===== src/rtl/i2c_wb_cmd_sequencer_if.sv =====
// ---------------------------------------------------------------------------
// i2c_wb_cmd_sequencer_if
//
// Wishbone link between the command sequencer (master) and the I2C master
// controller's register port (slave): 3-bit address, 8-bit data, classic
// single-access handshake with cyc/stb/ack.
//
// Signals
//   wbm_adr_o  master -> slave  register address (3 = TXR/RXR, 4 = CR/SR)
//   wbm_dat_o  master -> slave  write data
//   wbm_dat_i  slave  -> master read data, valid in the ack cycle
//   wbm_we_o   master -> slave  1 = write, 0 = read
//   wbm_stb_o  master -> slave  strobe
//   wbm_cyc_o  master -> slave  cycle (always equal to strobe here)
//   wbm_ack_i  slave  -> master acknowledge
//
// Modports: master (sequencer side), slave (controller side).
// ---------------------------------------------------------------------------
interface i2c_wb_cmd_sequencer_if;
  logic [2:0] wbm_adr_o;
  logic [7:0] wbm_dat_o;
  logic [7:0] wbm_dat_i;
  logic       wbm_we_o;
  logic       wbm_stb_o;
  logic       wbm_cyc_o;
  logic       wbm_ack_i;

  modport master (
    output wbm_adr_o,
    output wbm_dat_o,
    output wbm_we_o,
    output wbm_stb_o,
    output wbm_cyc_o,
    input  wbm_dat_i,
    input  wbm_ack_i
  );

  modport slave (
    input  wbm_adr_o,
    input  wbm_dat_o,
    input  wbm_we_o,
    input  wbm_stb_o,
    input  wbm_cyc_o,
    output wbm_dat_i,
    output wbm_ack_i
  );
endinterface


===== src/rtl/i2c_wb_cmd_sequencer.sv =====
// ---------------------------------------------------------------------------
// i2c_wb_cmd_sequencer
//
// Turns one register-level command (read or write one byte at an 8-bit
// register of a 7-bit I2C device) into the complete TXR/CR write and SR/RXR
// read sequence for an I2C master controller attached over Wishbone.
//
// Parameters
//   POLL_GAP        idle cycles between a CR-write ack and the first SR poll
//                   (minimum 2 so the controller has raised TIP)
//   TIMEOUT_CYCLES  polling budget per byte transfer (timeout build only)
//
// Ports
//   wb_clk_i     clock
//   arst_i       asynchronous active-high reset
//   cmd_valid_i  command request; accepted when cmd_ready_o is high
//   cmd_ready_o  high only while idle
//   cmd_rw_i     1 = read, 0 = write
//   cmd_dev_i    7-bit I2C device address
//   cmd_reg_i    device register address
//   cmd_wdata_i  write data
//   rsp_valid_o  one-cycle completion pulse
//   rsp_rdata_o  read data, held until the next rsp_valid_o
//   rsp_err_o    00 ok, 01 NACK, 10 arbitration lost, 11 timeout
//   busy_o       high whenever not idle
//   wbm          Wishbone master port (i2c_wb_cmd_sequencer_if.master)
//
// Optional feature macro: I2C_SEQ_TIMEOUT_EN
//   Defined: polling is bounded by TIMEOUT_CYCLES; on expiry a STOP is
//   issued and the command completes with err 11.
//   Undefined: polling is unbounded and err 11 never occurs.
// ---------------------------------------------------------------------------
module i2c_wb_cmd_sequencer #(
  parameter int POLL_GAP       = 2,
  parameter int TIMEOUT_CYCLES = 65535
) (
  input  logic                          wb_clk_i,
  input  logic                          arst_i,
  input  logic                          cmd_valid_i,
  output logic                          cmd_ready_o,
  input  logic                          cmd_rw_i,
  input  logic [6:0]                    cmd_dev_i,
  input  logic [7:0]                    cmd_reg_i,
  input  logic [7:0]                    cmd_wdata_i,
  output logic                          rsp_valid_o,
  output logic [7:0]                    rsp_rdata_o,
  output logic [1:0]                    rsp_err_o,
  output logic                          busy_o,
  i2c_wb_cmd_sequencer_if.master        wbm
);

  localparam logic [2:0] ADR_TXR = 3'd3;  // TXR write / RXR read
  localparam logic [2:0] ADR_CR  = 3'd4;  // CR write / SR read

  localparam logic [7:0] CR_STO = 8'h40;

  localparam int SR_RXACK = 7;
  localparam int SR_AL    = 5;
  localparam int SR_TIP   = 1;

  localparam logic [1:0] ERR_OK   = 2'b00;
  localparam logic [1:0] ERR_NACK = 2'b01;
  localparam logic [1:0] ERR_AL   = 2'b10;
  localparam logic [1:0] ERR_TMO  = 2'b11;

  // GAP lasts POLL_GAP-1 cycles; the strobe-raise cycle of POLL supplies the
  // last idle cycle, so exactly POLL_GAP idle cycles separate ack and poll.
  localparam int GAP_LAST = (POLL_GAP > 2) ? POLL_GAP - 2 : 0;
  localparam int GAP_W    = $clog2(GAP_LAST + 2);

  typedef enum logic [3:0] {
    IDLE, WR_TXR, WR_CR, GAP, POLL, RD_RXR, STOP_CR, STOP_POLL, DONE
  } state_t;

  state_t             state_reg;
  logic [1:0]         step_reg;
  logic               rw_reg;
  logic [6:0]         dev_reg;
  logic [7:0]         regaddr_reg;
  logic [7:0]         wdata_reg;
  logic [GAP_W-1:0]   gap_cnt_reg;
  logic               tmo_flag_reg;

  logic               cmd_ready_reg;
  logic               busy_reg;
  logic               rsp_valid_reg;
  logic [7:0]         rsp_rdata_reg;
  logic [1:0]         rsp_err_reg;
  logic               stb_reg;
  logic [2:0]         adr_reg;
  logic [7:0]         dat_reg;
  logic               we_reg;

  logic [7:0]         txr_val;
  logic [7:0]         cr_val;
  logic               read_step;
  logic               tmo_hit;

  // Step 0: device address (write), step 1: register address,
  // step 2: data byte (write) or device address with R bit (repeated start),
  // step 3: read data byte with STOP and NACK.
  always_comb begin
    txr_val = 8'h00;
    cr_val  = 8'h90;
    case (step_reg)
      2'd0: begin
        txr_val = {dev_reg, 1'b0};
        cr_val  = 8'h90;
      end
      2'd1: begin
        txr_val = regaddr_reg;
        cr_val  = 8'h10;
      end
      2'd2: begin
        txr_val = rw_reg ? {dev_reg, 1'b1} : wdata_reg;
        cr_val  = rw_reg ? 8'h90 : 8'h50;
      end
      default: begin
        txr_val = 8'h00;
        cr_val  = 8'h68;
      end
    endcase
  end

  // Only the final byte of a read is received; every other byte is sent and
  // therefore has an RxACK to check.
  assign read_step = rw_reg & (step_reg == 2'd3);

`ifdef I2C_SEQ_TIMEOUT_EN
  logic [15:0] tmo_cnt_reg;

  // Cleared as GAP is entered after each byte's CR write; saturates on hit.
  always_ff @(posedge wb_clk_i or posedge arst_i) begin
    if (arst_i) begin
      tmo_cnt_reg <= '0;
    end else if (state_reg == WR_CR && stb_reg && wbm.wbm_ack_i) begin
      tmo_cnt_reg <= '0;
    end else if ((state_reg == GAP || state_reg == POLL || state_reg == STOP_POLL)
                 && !tmo_hit) begin
      tmo_cnt_reg <= tmo_cnt_reg + 16'd1;
    end
  end

  assign tmo_hit = (tmo_cnt_reg >= 16'(TIMEOUT_CYCLES));
`else
  assign tmo_hit = 1'b0;
`endif

  always_ff @(posedge wb_clk_i or posedge arst_i) begin
    if (arst_i) begin
      state_reg     <= IDLE;
      step_reg      <= '0;
      rw_reg        <= 1'b0;
      dev_reg       <= '0;
      regaddr_reg   <= '0;
      wdata_reg     <= '0;
      gap_cnt_reg   <= '0;
      tmo_flag_reg  <= 1'b0;
      cmd_ready_reg <= 1'b1;
      busy_reg      <= 1'b0;
      rsp_valid_reg <= 1'b0;
      rsp_rdata_reg <= '0;
      rsp_err_reg   <= '0;
      stb_reg       <= 1'b0;
      adr_reg       <= '0;
      dat_reg       <= '0;
      we_reg        <= 1'b0;
    end else begin
      rsp_valid_reg <= 1'b0;
      case (state_reg)
        IDLE: begin
          if (cmd_valid_i && cmd_ready_reg) begin
            rw_reg        <= cmd_rw_i;
            dev_reg       <= cmd_dev_i;
            regaddr_reg   <= cmd_reg_i;
            wdata_reg     <= cmd_wdata_i;
            step_reg      <= 2'd0;
            tmo_flag_reg  <= 1'b0;
            cmd_ready_reg <= 1'b0;
            busy_reg      <= 1'b1;
            state_reg     <= WR_TXR;
          end
        end

        // Bus states raise the strobe on their first cycle with address and
        // data already valid, and drop it on the edge the ack is seen.
        WR_TXR: begin
          if (!stb_reg) begin
            stb_reg <= 1'b1;
            adr_reg <= ADR_TXR;
            dat_reg <= txr_val;
            we_reg  <= 1'b1;
          end else if (wbm.wbm_ack_i) begin
            stb_reg   <= 1'b0;
            we_reg    <= 1'b0;
            state_reg <= WR_CR;
          end
        end

        WR_CR: begin
          if (!stb_reg) begin
            stb_reg <= 1'b1;
            adr_reg <= ADR_CR;
            dat_reg <= cr_val;
            we_reg  <= 1'b1;
          end else if (wbm.wbm_ack_i) begin
            stb_reg     <= 1'b0;
            we_reg      <= 1'b0;
            gap_cnt_reg <= '0;
            state_reg   <= GAP;
          end
        end

        GAP: begin
          if (tmo_hit) begin
            tmo_flag_reg <= 1'b1;
            state_reg    <= STOP_CR;
          end else if (gap_cnt_reg >= GAP_W'(GAP_LAST)) begin
            state_reg <= POLL;
          end else begin
            gap_cnt_reg <= gap_cnt_reg + 1'b1;
          end
        end

        POLL, STOP_POLL: begin
          if (!stb_reg) begin
            if (tmo_hit) begin
              tmo_flag_reg <= 1'b1;
              state_reg    <= STOP_CR;
            end else begin
              stb_reg <= 1'b1;
              adr_reg <= ADR_CR;
              we_reg  <= 1'b0;
            end
          end else if (wbm.wbm_ack_i) begin
            stb_reg <= 1'b0;
            if (wbm.wbm_dat_i[SR_AL]) begin
              // The controller has already released the bus: no STOP.
              rsp_err_reg   <= ERR_AL;
              rsp_valid_reg <= 1'b1;
              state_reg     <= DONE;
            end else if (tmo_hit) begin
              tmo_flag_reg <= 1'b1;
              state_reg    <= STOP_CR;
            end else if (!wbm.wbm_dat_i[SR_TIP]) begin
              if (state_reg == STOP_POLL) begin
                rsp_err_reg   <= ERR_NACK;
                rsp_valid_reg <= 1'b1;
                state_reg     <= DONE;
              end else if (!read_step && wbm.wbm_dat_i[SR_RXACK]) begin
                state_reg <= STOP_CR;
              end else if (step_reg == 2'd3) begin
                state_reg <= RD_RXR;
              end else if (step_reg == 2'd2 && !rw_reg) begin
                rsp_err_reg   <= ERR_OK;
                rsp_valid_reg <= 1'b1;
                state_reg     <= DONE;
              end else begin
                step_reg  <= step_reg + 2'd1;
                // The read-data byte has no TXR load.
                state_reg <= (step_reg == 2'd2) ? WR_CR : WR_TXR;
              end
            end
          end
        end

        RD_RXR: begin
          if (!stb_reg) begin
            stb_reg <= 1'b1;
            adr_reg <= ADR_TXR;
            we_reg  <= 1'b0;
          end else if (wbm.wbm_ack_i) begin
            stb_reg       <= 1'b0;
            rsp_rdata_reg <= wbm.wbm_dat_i;
            rsp_err_reg   <= ERR_OK;
            rsp_valid_reg <= 1'b1;
            state_reg     <= DONE;
          end
        end

        STOP_CR: begin
          if (!stb_reg) begin
            stb_reg <= 1'b1;
            adr_reg <= ADR_CR;
            dat_reg <= CR_STO;
            we_reg  <= 1'b1;
          end else if (wbm.wbm_ack_i) begin
            stb_reg <= 1'b0;
            we_reg  <= 1'b0;
            if (tmo_flag_reg) begin
              // A stuck transfer is not polled again after the STOP.
              rsp_err_reg   <= ERR_TMO;
              rsp_valid_reg <= 1'b1;
              state_reg     <= DONE;
            end else begin
              state_reg <= STOP_POLL;
            end
          end
        end

        DONE: begin
          cmd_ready_reg <= 1'b1;
          busy_reg      <= 1'b0;
          state_reg     <= IDLE;
        end

        default: begin
          state_reg <= IDLE;
        end
      endcase
    end
  end

  assign cmd_ready_o   = cmd_ready_reg;
  assign busy_o        = busy_reg;
  assign rsp_valid_o   = rsp_valid_reg;
  assign rsp_rdata_o   = rsp_rdata_reg;
  assign rsp_err_o     = rsp_err_reg;
  assign wbm.wbm_stb_o = stb_reg;
  assign wbm.wbm_cyc_o = stb_reg;
  assign wbm.wbm_adr_o = adr_reg;
  assign wbm.wbm_dat_o = dat_reg;
  assign wbm.wbm_we_o  = we_reg;

endmodule


===== src/flat_wrapper.sv =====
// flat-port wrapper written by rule: the top's interface ports become plain ports
module i2c_wb_cmd_sequencer_flat 
#(
  parameter int POLL_GAP       = 2,
  parameter int TIMEOUT_CYCLES = 65535
)
  (wb_clk_i, arst_i, cmd_valid_i, cmd_ready_o, cmd_rw_i, cmd_dev_i, cmd_reg_i, cmd_wdata_i, rsp_valid_o, rsp_rdata_o, rsp_err_o, busy_o, wbm_wbm_adr_o, wbm_wbm_dat_o, wbm_wbm_we_o, wbm_wbm_stb_o, wbm_wbm_cyc_o, wbm_wbm_dat_i, wbm_wbm_ack_i);
  i2c_wb_cmd_sequencer_if wbm_i ();
  input  logic wb_clk_i;
  input  logic arst_i;
  input  logic cmd_valid_i;
  output logic cmd_ready_o;
  input  logic cmd_rw_i;
  input  logic [6:0] cmd_dev_i;
  input  logic [7:0] cmd_reg_i;
  input  logic [7:0] cmd_wdata_i;
  output logic rsp_valid_o;
  output logic [7:0] rsp_rdata_o;
  output logic [1:0] rsp_err_o;
  output logic busy_o;
  output wire logic [$bits(wbm_i.wbm_adr_o)-1:0] wbm_wbm_adr_o;
  output wire logic [$bits(wbm_i.wbm_dat_o)-1:0] wbm_wbm_dat_o;
  output wire logic [$bits(wbm_i.wbm_we_o)-1:0] wbm_wbm_we_o;
  output wire logic [$bits(wbm_i.wbm_stb_o)-1:0] wbm_wbm_stb_o;
  output wire logic [$bits(wbm_i.wbm_cyc_o)-1:0] wbm_wbm_cyc_o;
  input wire logic [$bits(wbm_i.wbm_dat_i)-1:0] wbm_wbm_dat_i;
  input wire logic [$bits(wbm_i.wbm_ack_i)-1:0] wbm_wbm_ack_i;
  assign wbm_wbm_adr_o = wbm_i.wbm_adr_o;
  assign wbm_wbm_dat_o = wbm_i.wbm_dat_o;
  assign wbm_wbm_we_o = wbm_i.wbm_we_o;
  assign wbm_wbm_stb_o = wbm_i.wbm_stb_o;
  assign wbm_wbm_cyc_o = wbm_i.wbm_cyc_o;
  assign wbm_i.wbm_dat_i = wbm_wbm_dat_i;
  assign wbm_i.wbm_ack_i = wbm_wbm_ack_i;
  i2c_wb_cmd_sequencer #(.POLL_GAP(POLL_GAP), .TIMEOUT_CYCLES(TIMEOUT_CYCLES)) u_core (.wb_clk_i(wb_clk_i), .arst_i(arst_i), .cmd_valid_i(cmd_valid_i), .cmd_ready_o(cmd_ready_o), .cmd_rw_i(cmd_rw_i), .cmd_dev_i(cmd_dev_i), .cmd_reg_i(cmd_reg_i), .cmd_wdata_i(cmd_wdata_i), .rsp_valid_o(rsp_valid_o), .rsp_rdata_o(rsp_rdata_o), .rsp_err_o(rsp_err_o), .busy_o(busy_o), .wbm(wbm_i));
endmodule

===== config.mk =====
export PLATFORM = sky130hd
export DESIGN_NAME = i2c_wb_cmd_sequencer_flat
export DESIGN_NICKNAME = d
export VERILOG_FILES = /design/src/rtl/i2c_wb_cmd_sequencer_if.sv /design/src/rtl/i2c_wb_cmd_sequencer.sv /design/src/flat_wrapper.sv
export SDC_FILE = /design/constraint.sdc
export NUM_CORES = 1
export LEC_CHECK = 0
export CORE_MARGIN = 5
export CORE_UTILIZATION = 35
export DETAILED_ROUTE_END_ITERATION = 16
export SYNTH_ARGS = -nofsm -noshare
export SYNTH_HDL_FRONTEND = slang
export SYNTH_SLANG_ARGS = --single-unit

===== constraint.sdc =====
create_clock -name wb_clk_i -period 5.2 [get_ports wb_clk_i]
set_input_delay 0.52 -clock wb_clk_i [delete_from_list [all_inputs] [get_ports wb_clk_i]]
set_output_delay 0.52 -clock wb_clk_i [all_outputs]
set_load 0.01 [all_outputs]

==> metrics, run 1 <==
fin nets 328; startpoint types flop; register-to-register setup slack 2.67 ns; Die X 98.5 µm; CORE AREA 7690 µm²; status finished clean; R2R depth 3; Worst-Margin Slew 1.17 ns; largest net degree at the start of global routing 56; CTS buffer count 5; CTS sink count 55; Post-synth EDFFs 0; antenna violation net count after detailed routing 0; Yosys top cell area share 49.2%; leakage 1.48 nW; Filler cells 744; die height 98.5 µm; Rel. slew slack 21.8%; # hold bufs at CTS 0; post-route cell area 3470 µm²; initial core utilization 35.7%; DR DRC count 0; Post-Syn Area 2740 µm²; RD Place Congestion 0.787; fmax 395 MHz; GR peak layer met2; design internal power 1.09 mW; CTS tree done; ratio of cells with drive above 1 in the final layout 6.27%; post-synthesis async set-or-reset flop share 100%; Psw 0.637 mW; Clk pwr share 13.7%; DR pass1 iterations 4; Peak supply drop 0.162 mV; max-slew violations 0; crit path time final 2.53 ns; clock-pin slew on the worst setup and hold paths 0.11 ns; top_reg_cell synth dfrtp_1; Ant. Diodes 0; H-tree lvl count 2; area leader, netlist dfrtp_1; Mapped Cells 236; DRT iter0 DRCs 85; Critical Path Fanout Max 26; Netlist cell types 56; sequential area share after synthesis 50.2%; Vias/cell 5.20; total grt overflow 0; Cell Pwr Density 497 nW/µm²; met1 Track Usage GR 18.3%; CTS resizes 0; RSZ-0062 raised after global routing false; count leader, synth dfrtp_1; Layout area overhead 26.4%; Sum Neg Setup Slack 0 ns; drt total wl 6270 µm; Port Buf Inserts 62; via count 2021; Worst setup EP type flop; R2R Path End u_core.dev_reg[5]$_DFFE_PP0P_; first-pass GRT wire length 10600 µm; yosys warns 0; worst setup path endpoint u_core.dev_reg[5]$_DFFE_PP0P_; number of antenna violations at the first check in global routing 0; Worst EP required 5.40 ns; switching fraction of total power 36.9%; footprint of the multi-input gates 1220 µm²; Sequential Power Share 43.7%; Max clock buf depth 2; worst min-delay path class flop to flop; DPL Wire Length 4490 µm; largest cells by area after synthesis dfrtp_1 49%, mux2_1 14%, nand2_1 2.5%; Avg Cell Area, Syn 11.6 µm²; synth cell count leaders 54 x dfrtp_1, 33 x mux2_1, 18 x nand2_1; Max-cap violations 0; Area after DPL 3380 µm²; die area 9710 µm²; met2 Use GR 21.6%; Rows 32; met3 Resource Use GR 2.76%; register bit count reported by yosys 55; Final period util 48.7%; Comb pwr share 42.6%; Syn Nets 277; Ports 63; GRT Total Usage 13.4%; Worst Setup SP u_core.state_reg[0]$_DFFE_PP0P_; final hold vios 0; Setup Buffers After CTS 0; Worst R2R Start u_core.state_reg[0]$_DFFE_PP0P_; WP data arrival 2.73 ns; worst-skew pair later-pin latency 0.31 ns; Final Setup Violations 0; Root Driver clkbuf_8; critical path class flop to flop; register area 1380 µm²; routed length per instance 16.1 µm; vias in the first global route 2091; Worst Skew 0.0142 ns
-- how the worst min path moves through the flow --
stage                                           to                                start  slack [ns]  cells past startpoint
6_report       u_core.wbm.wbm_dat_o[0]$_DFFE_PP0P_  u_core.wbm.wbm_dat_o[0]$_DFFE_PP0P_        0.49                      1
2_1_floorplan      u_core.wdata_reg[0]$_DFFE_PP0P_      u_core.wdata_reg[0]$_DFFE_PP0P_        0.45                      1
3_5_place_dp   u_core.wbm.wbm_dat_o[0]$_DFFE_PP0P_  u_core.wbm.wbm_dat_o[0]$_DFFE_PP0P_        0.47                      1
4_1_cts        u_core.wbm.wbm_dat_o[0]$_DFFE_PP0P_  u_core.wbm.wbm_dat_o[0]$_DFFE_PP0P_        0.49                      1
5_1_grt        u_core.wbm.wbm_dat_o[0]$_DFFE_PP0P_  u_core.wbm.wbm_dat_o[0]$_DFFE_PP0P_        0.51                      1
3_3_place_gp   u_core.wbm.wbm_dat_o[0]$_DFFE_PP0P_  u_core.wbm.wbm_dat_o[0]$_DFFE_PP0P_        0.46                      1
-- cell usage in the layout, fill, tap and decap left out, types with 3 or more instances in the layout --
cell and n:
mux2_1 33, ha_1 5, o31ai_1 4, a21oi_1 5, or3_1 4, a222oi_1 5, clkbuf_8 5, inv_1 8
nor2b_1 4, a21o_1 3, nor2_1 6, a22oi_1 4, clkdlybuf4s50_1 62, nand2_1 18, o21ai_0 7, o21ai_1 6
nor3_1 3, dfrtp_1 54
-- worst max-delay path: stages (launching register included) --
cell	delay (ns)
dfrtp_1	0.59
nor4_2	0.44
and3_1	0.99
mux2_1	0.39
-- layout make-up --
cell class | instances | area share [%]
clock inverters | 2 | 0.469
repair buffers | 63 | 18.1
flip-flops and latches | 55 | 39.7
multi-input cells | 153 | 35.1
inverters | 9 | 0.974
clock buffers | 5 | 1.98
well taps | 102 | 3.68
-- stage by stage --
stage / setup WS, ns / util [%] / hold slack [ns] / cells / total power, mW
floorplan: 3.33 / - / 0.452 / 236 / 1.21
global placement: 2.63 / 44.0 / 0.462 / 382 / 1.49
detailed placement: 2.59 / 44.0 / 0.468 / 382 / 1.51
CTS: 2.62 / 45.1 / 0.492 / 389 / 1.75
global route: 2.47 / 45.1 / 0.513 / 389 / 1.86
finish: 2.67 / 45.1 / 0.488 / 389 / 1.73
-- power by group through the flow --
stage | clock [mW] | combinational (mW) | sequential (mW)
5_1_grt | 0.261 | 0.816 | 0.784
6_report | 0.237 | 0.735 | 0.753
4_1_cts | 0.246 | 0.746 | 0.755
3_5_place_dp | 0 | 0.743 | 0.765
2_1_floorplan | 0 | 0.492 | 0.721
3_3_place_gp | 0 | 0.733 | 0.754
-- cell families after synthesis --
group           count (synthesis)  synth area share, %
mux                            37                 15.1
simple gates                   52                 11.0
fa+ha+maj                       5                 2.28
buf+inv                        28                 5.47
flops                          55                 50.2
compound gates                 57                 15.3
xor+xnor                        2                0.639
-- routing by layer --
layer / wire length, µm / vias to the layer above
met2: 3040 / 38
met4: 80 / 0
li1: - / 967
met1: 2950 / 1009
met5: 0 / -
met3: 202 / 7
Power figures use the tool's default switching activity.
==> inputs of run 2 (changes only) <==
==> constraint.sdc (replaced) <==
create_clock -name wb_clk_i -period 2.36 [get_ports wb_clk_i]
set_input_delay 0.236 -clock wb_clk_i [delete_from_list [all_inputs] [get_ports wb_clk_i]]
set_output_delay 0.236 -clock wb_clk_i [all_outputs]
set_load 0.01 [all_outputs]
==> run 2 against run 1 <==
Net effect:
- largest power group is now combinational logic
- clock power up 140%
- die area unchanged
- clock skew fell by 0.0070 ns
- maximum frequency rose by 23%
- hold slack lost 0.24 ns
- worst setup slack got worse by 2.4 ns
- critical endpoint is now u_core.step_reg[1]$_DFFE_PP0P_
- sequential share of layout area is 1.4 points lower
- routed wire length fell by 1.2%
- global-route usage fell by 0.29 points
- core utilization is 1.6 points higher
==> metrics, run 2 (synthesized netlist as in run 1, its figures left out) <==
worst min-delay path class input port to async pin; crit path max-delay cell type a2111oi_0; WP data arrival 2.29 ns; Ports 63; Ant. Diodes 0; leakage 1.56 nW; Inst Count DP 393; max-slew violations 0; Port Buf Inserts 62; clock-pin slew on the worst setup and hold paths 0.10 ns; Vias/cell 5.03; CTS sink count 55; crit path time final 2.05 ns; fmax 487 MHz; Worst setup EP type flop; ratio of cells with drive above 1 in the final layout 10.0%; via count 2018; initial core utilization 35.7%; DR DRC count 0; die height 98.5 µm; Final Setup Violations 0; GRT Total Usage 13.1%; largest net degree at the start of global routing 37; DRT iter0 DRCs 132; number of antenna violations at the first check in global routing 0; Max clock buf depth 2; CORE AREA 7690 µm²; register area 1380 µm²; Rel. slew slack 62.0%; RD Place Congestion 0.797; # hold bufs at CTS 0; Peak supply drop 0.421 mV; antenna violation net count after detailed routing 0; Filler cells 746; most frequent cells in the layout 62 x clkdlybuf4s50_1, 54 x dfrtp_1, 33 x mux2_1; Layout area overhead 31.0%; Worst Skew 0.00713 ns; Max-cap violations 0; Cell Pwr Density 1100 nW/µm²; Final period util 87.0%; CTS buffer count 5; Setup Buffers After CTS 0; CTS resizes 0; slowest stage delay, CP 0.50 ns; CTS tree done; status finished clean; first-pass GRT wire length 10600 µm; routed length per instance 15.4 µm; Sum Neg Setup Slack 0 ns; Rows 32; drt total wl 6200 µm; die area 9710 µm²; Worst EP required 2.60 ns; RSZ-0062 raised after global routing false; fin cells 401; crit-path cells inv_1, ha_1, nor2b_1, buf_4, a2111oi_0, nand3_1, o22ai_1; Die X 98.5 µm; startpoint types flop; H-tree lvl count 2; final hold vios 0; worst-skew pair later-pin latency 0.31 ns; total grt overflow 0; vias in the first global route 2123; Worst-Margin Slew 0.556 ns; DR pass1 iterations 4; Root Driver clkbuf_8; WP buf/inv 2; fin nets 339; CP top delay family compound AO/OA/AOI/OAI gates; commonest non-fill, non-tap cell in the layout clkdlybuf4s50_1; footprint of the multi-input gates 1220 µm²; DPL Wire Length 4640 µm; critical path class flop to flop; Critical Path Fanout Max 6
run 2: path summary, 6_finish.rpt:
kind / end / depth (start not counted) / from / slack (ns)
setup / recovery: u_core.step_reg[1]$_DFFE_PP0P_ / 7 / u_core.step_reg[0]$_DFFE_PP0P_ / 0.31
hold / removal: u_core.rsp_rdata_o[4]$_DFFE_PP0P_ / 2 / arst_i / 0.25
setup reg to reg: u_core.step_reg[1]$_DFFE_PP0P_ / 7 / u_core.step_reg[0]$_DFFE_PP0P_ / 0.31
hold reg to reg: u_core.wbm.wbm_dat_o[2]$_DFFE_PP0P_ / 2 / u_core.wbm.wbm_dat_o[2]$_DFFE_PP0P_ / 0.49
max in group asynchronous: u_core.cmd_ready_o$_DFFE_PP1P_ / 3 / arst_i / 1.50
min in group wb_clk_i: u_core.dev_reg[6]$_DFFE_PP0P_ / 3 / cmd_dev_i[6] / 0.45
run 2: cell type report:
type | instances | share of cell area [%]
inverters | 9 | 0.940
flip-flops and latches | 55 | 38.3
repair buffers | 74 | 20.5
multi-input cells | 153 | 33.8
well taps | 102 | 3.55
clock buffers | 6 | 2.30
clock inverters | 2 | 0.557
run 2: worst reg2reg max path: stages (launching register included):
cell       delay [ns]
dfrtp_1          0.46
inv_1            0.09
ha_1             0.26
nor2b_1          0.16
buf_4            0.16
a2111oi_0        0.50
nand3_1          0.17
o22ai_1          0.17
run 2: per-layer routing:
metal / wire length [µm] / vias up / track usage [%]
met5: 0 / - / 0
met4: 76 / 0 / 3.78
met3: 269 / 6 / 2.26
met2: 2990 / 55 / 21.9
met1: 2860 / 973 / 17.6
li1: - / 984 / -
run 2: stage by stage:
stage | power [mW] | area, µm² | setup WS (ns) | util (%) | hold slack [ns]
finish | 3.96 | 3590 | 0.306 | 46.7 | 0.251
global route | 4.25 | 3590 | 0.0671 | 46.7 | 0.296
CTS | 4.01 | 3590 | 0.292 | 46.7 | 0.270
detailed placement | 3.42 | 3490 | 0.310 | 45.4 | 0.465
global placement | 3.39 | 3490 | 0.351 | 45.4 | 0.459
floorplan | 2.67 | 2740 | 0.492 | - | 0.358
run 2: where the power goes:
part | total, mW | switching [mW] | internal, mW
registers | 1.56 | 0.254 | 1.30
logic | 1.82 | 0.853 | 0.971
clock network | 0.575 | 0.327 | 0.248
==> inputs of run 3 (changes only) <==
--- a/config.mk
+++ b/config.mk
@@ -8,6 +8,7 @@
 export CORE_MARGIN = 5
 export CORE_UTILIZATION = 35
 export DETAILED_ROUTE_END_ITERATION = 16
+export SETUP_SLACK_MARGIN = 0.02
 export SYNTH_ARGS = -nofsm -noshare
 export SYNTH_HDL_FRONTEND = slang
 export SYNTH_SLANG_ARGS = --single-unit
==> results of run 3 <==
The final DEF is identical to that of run 2; final timing and power are the same.
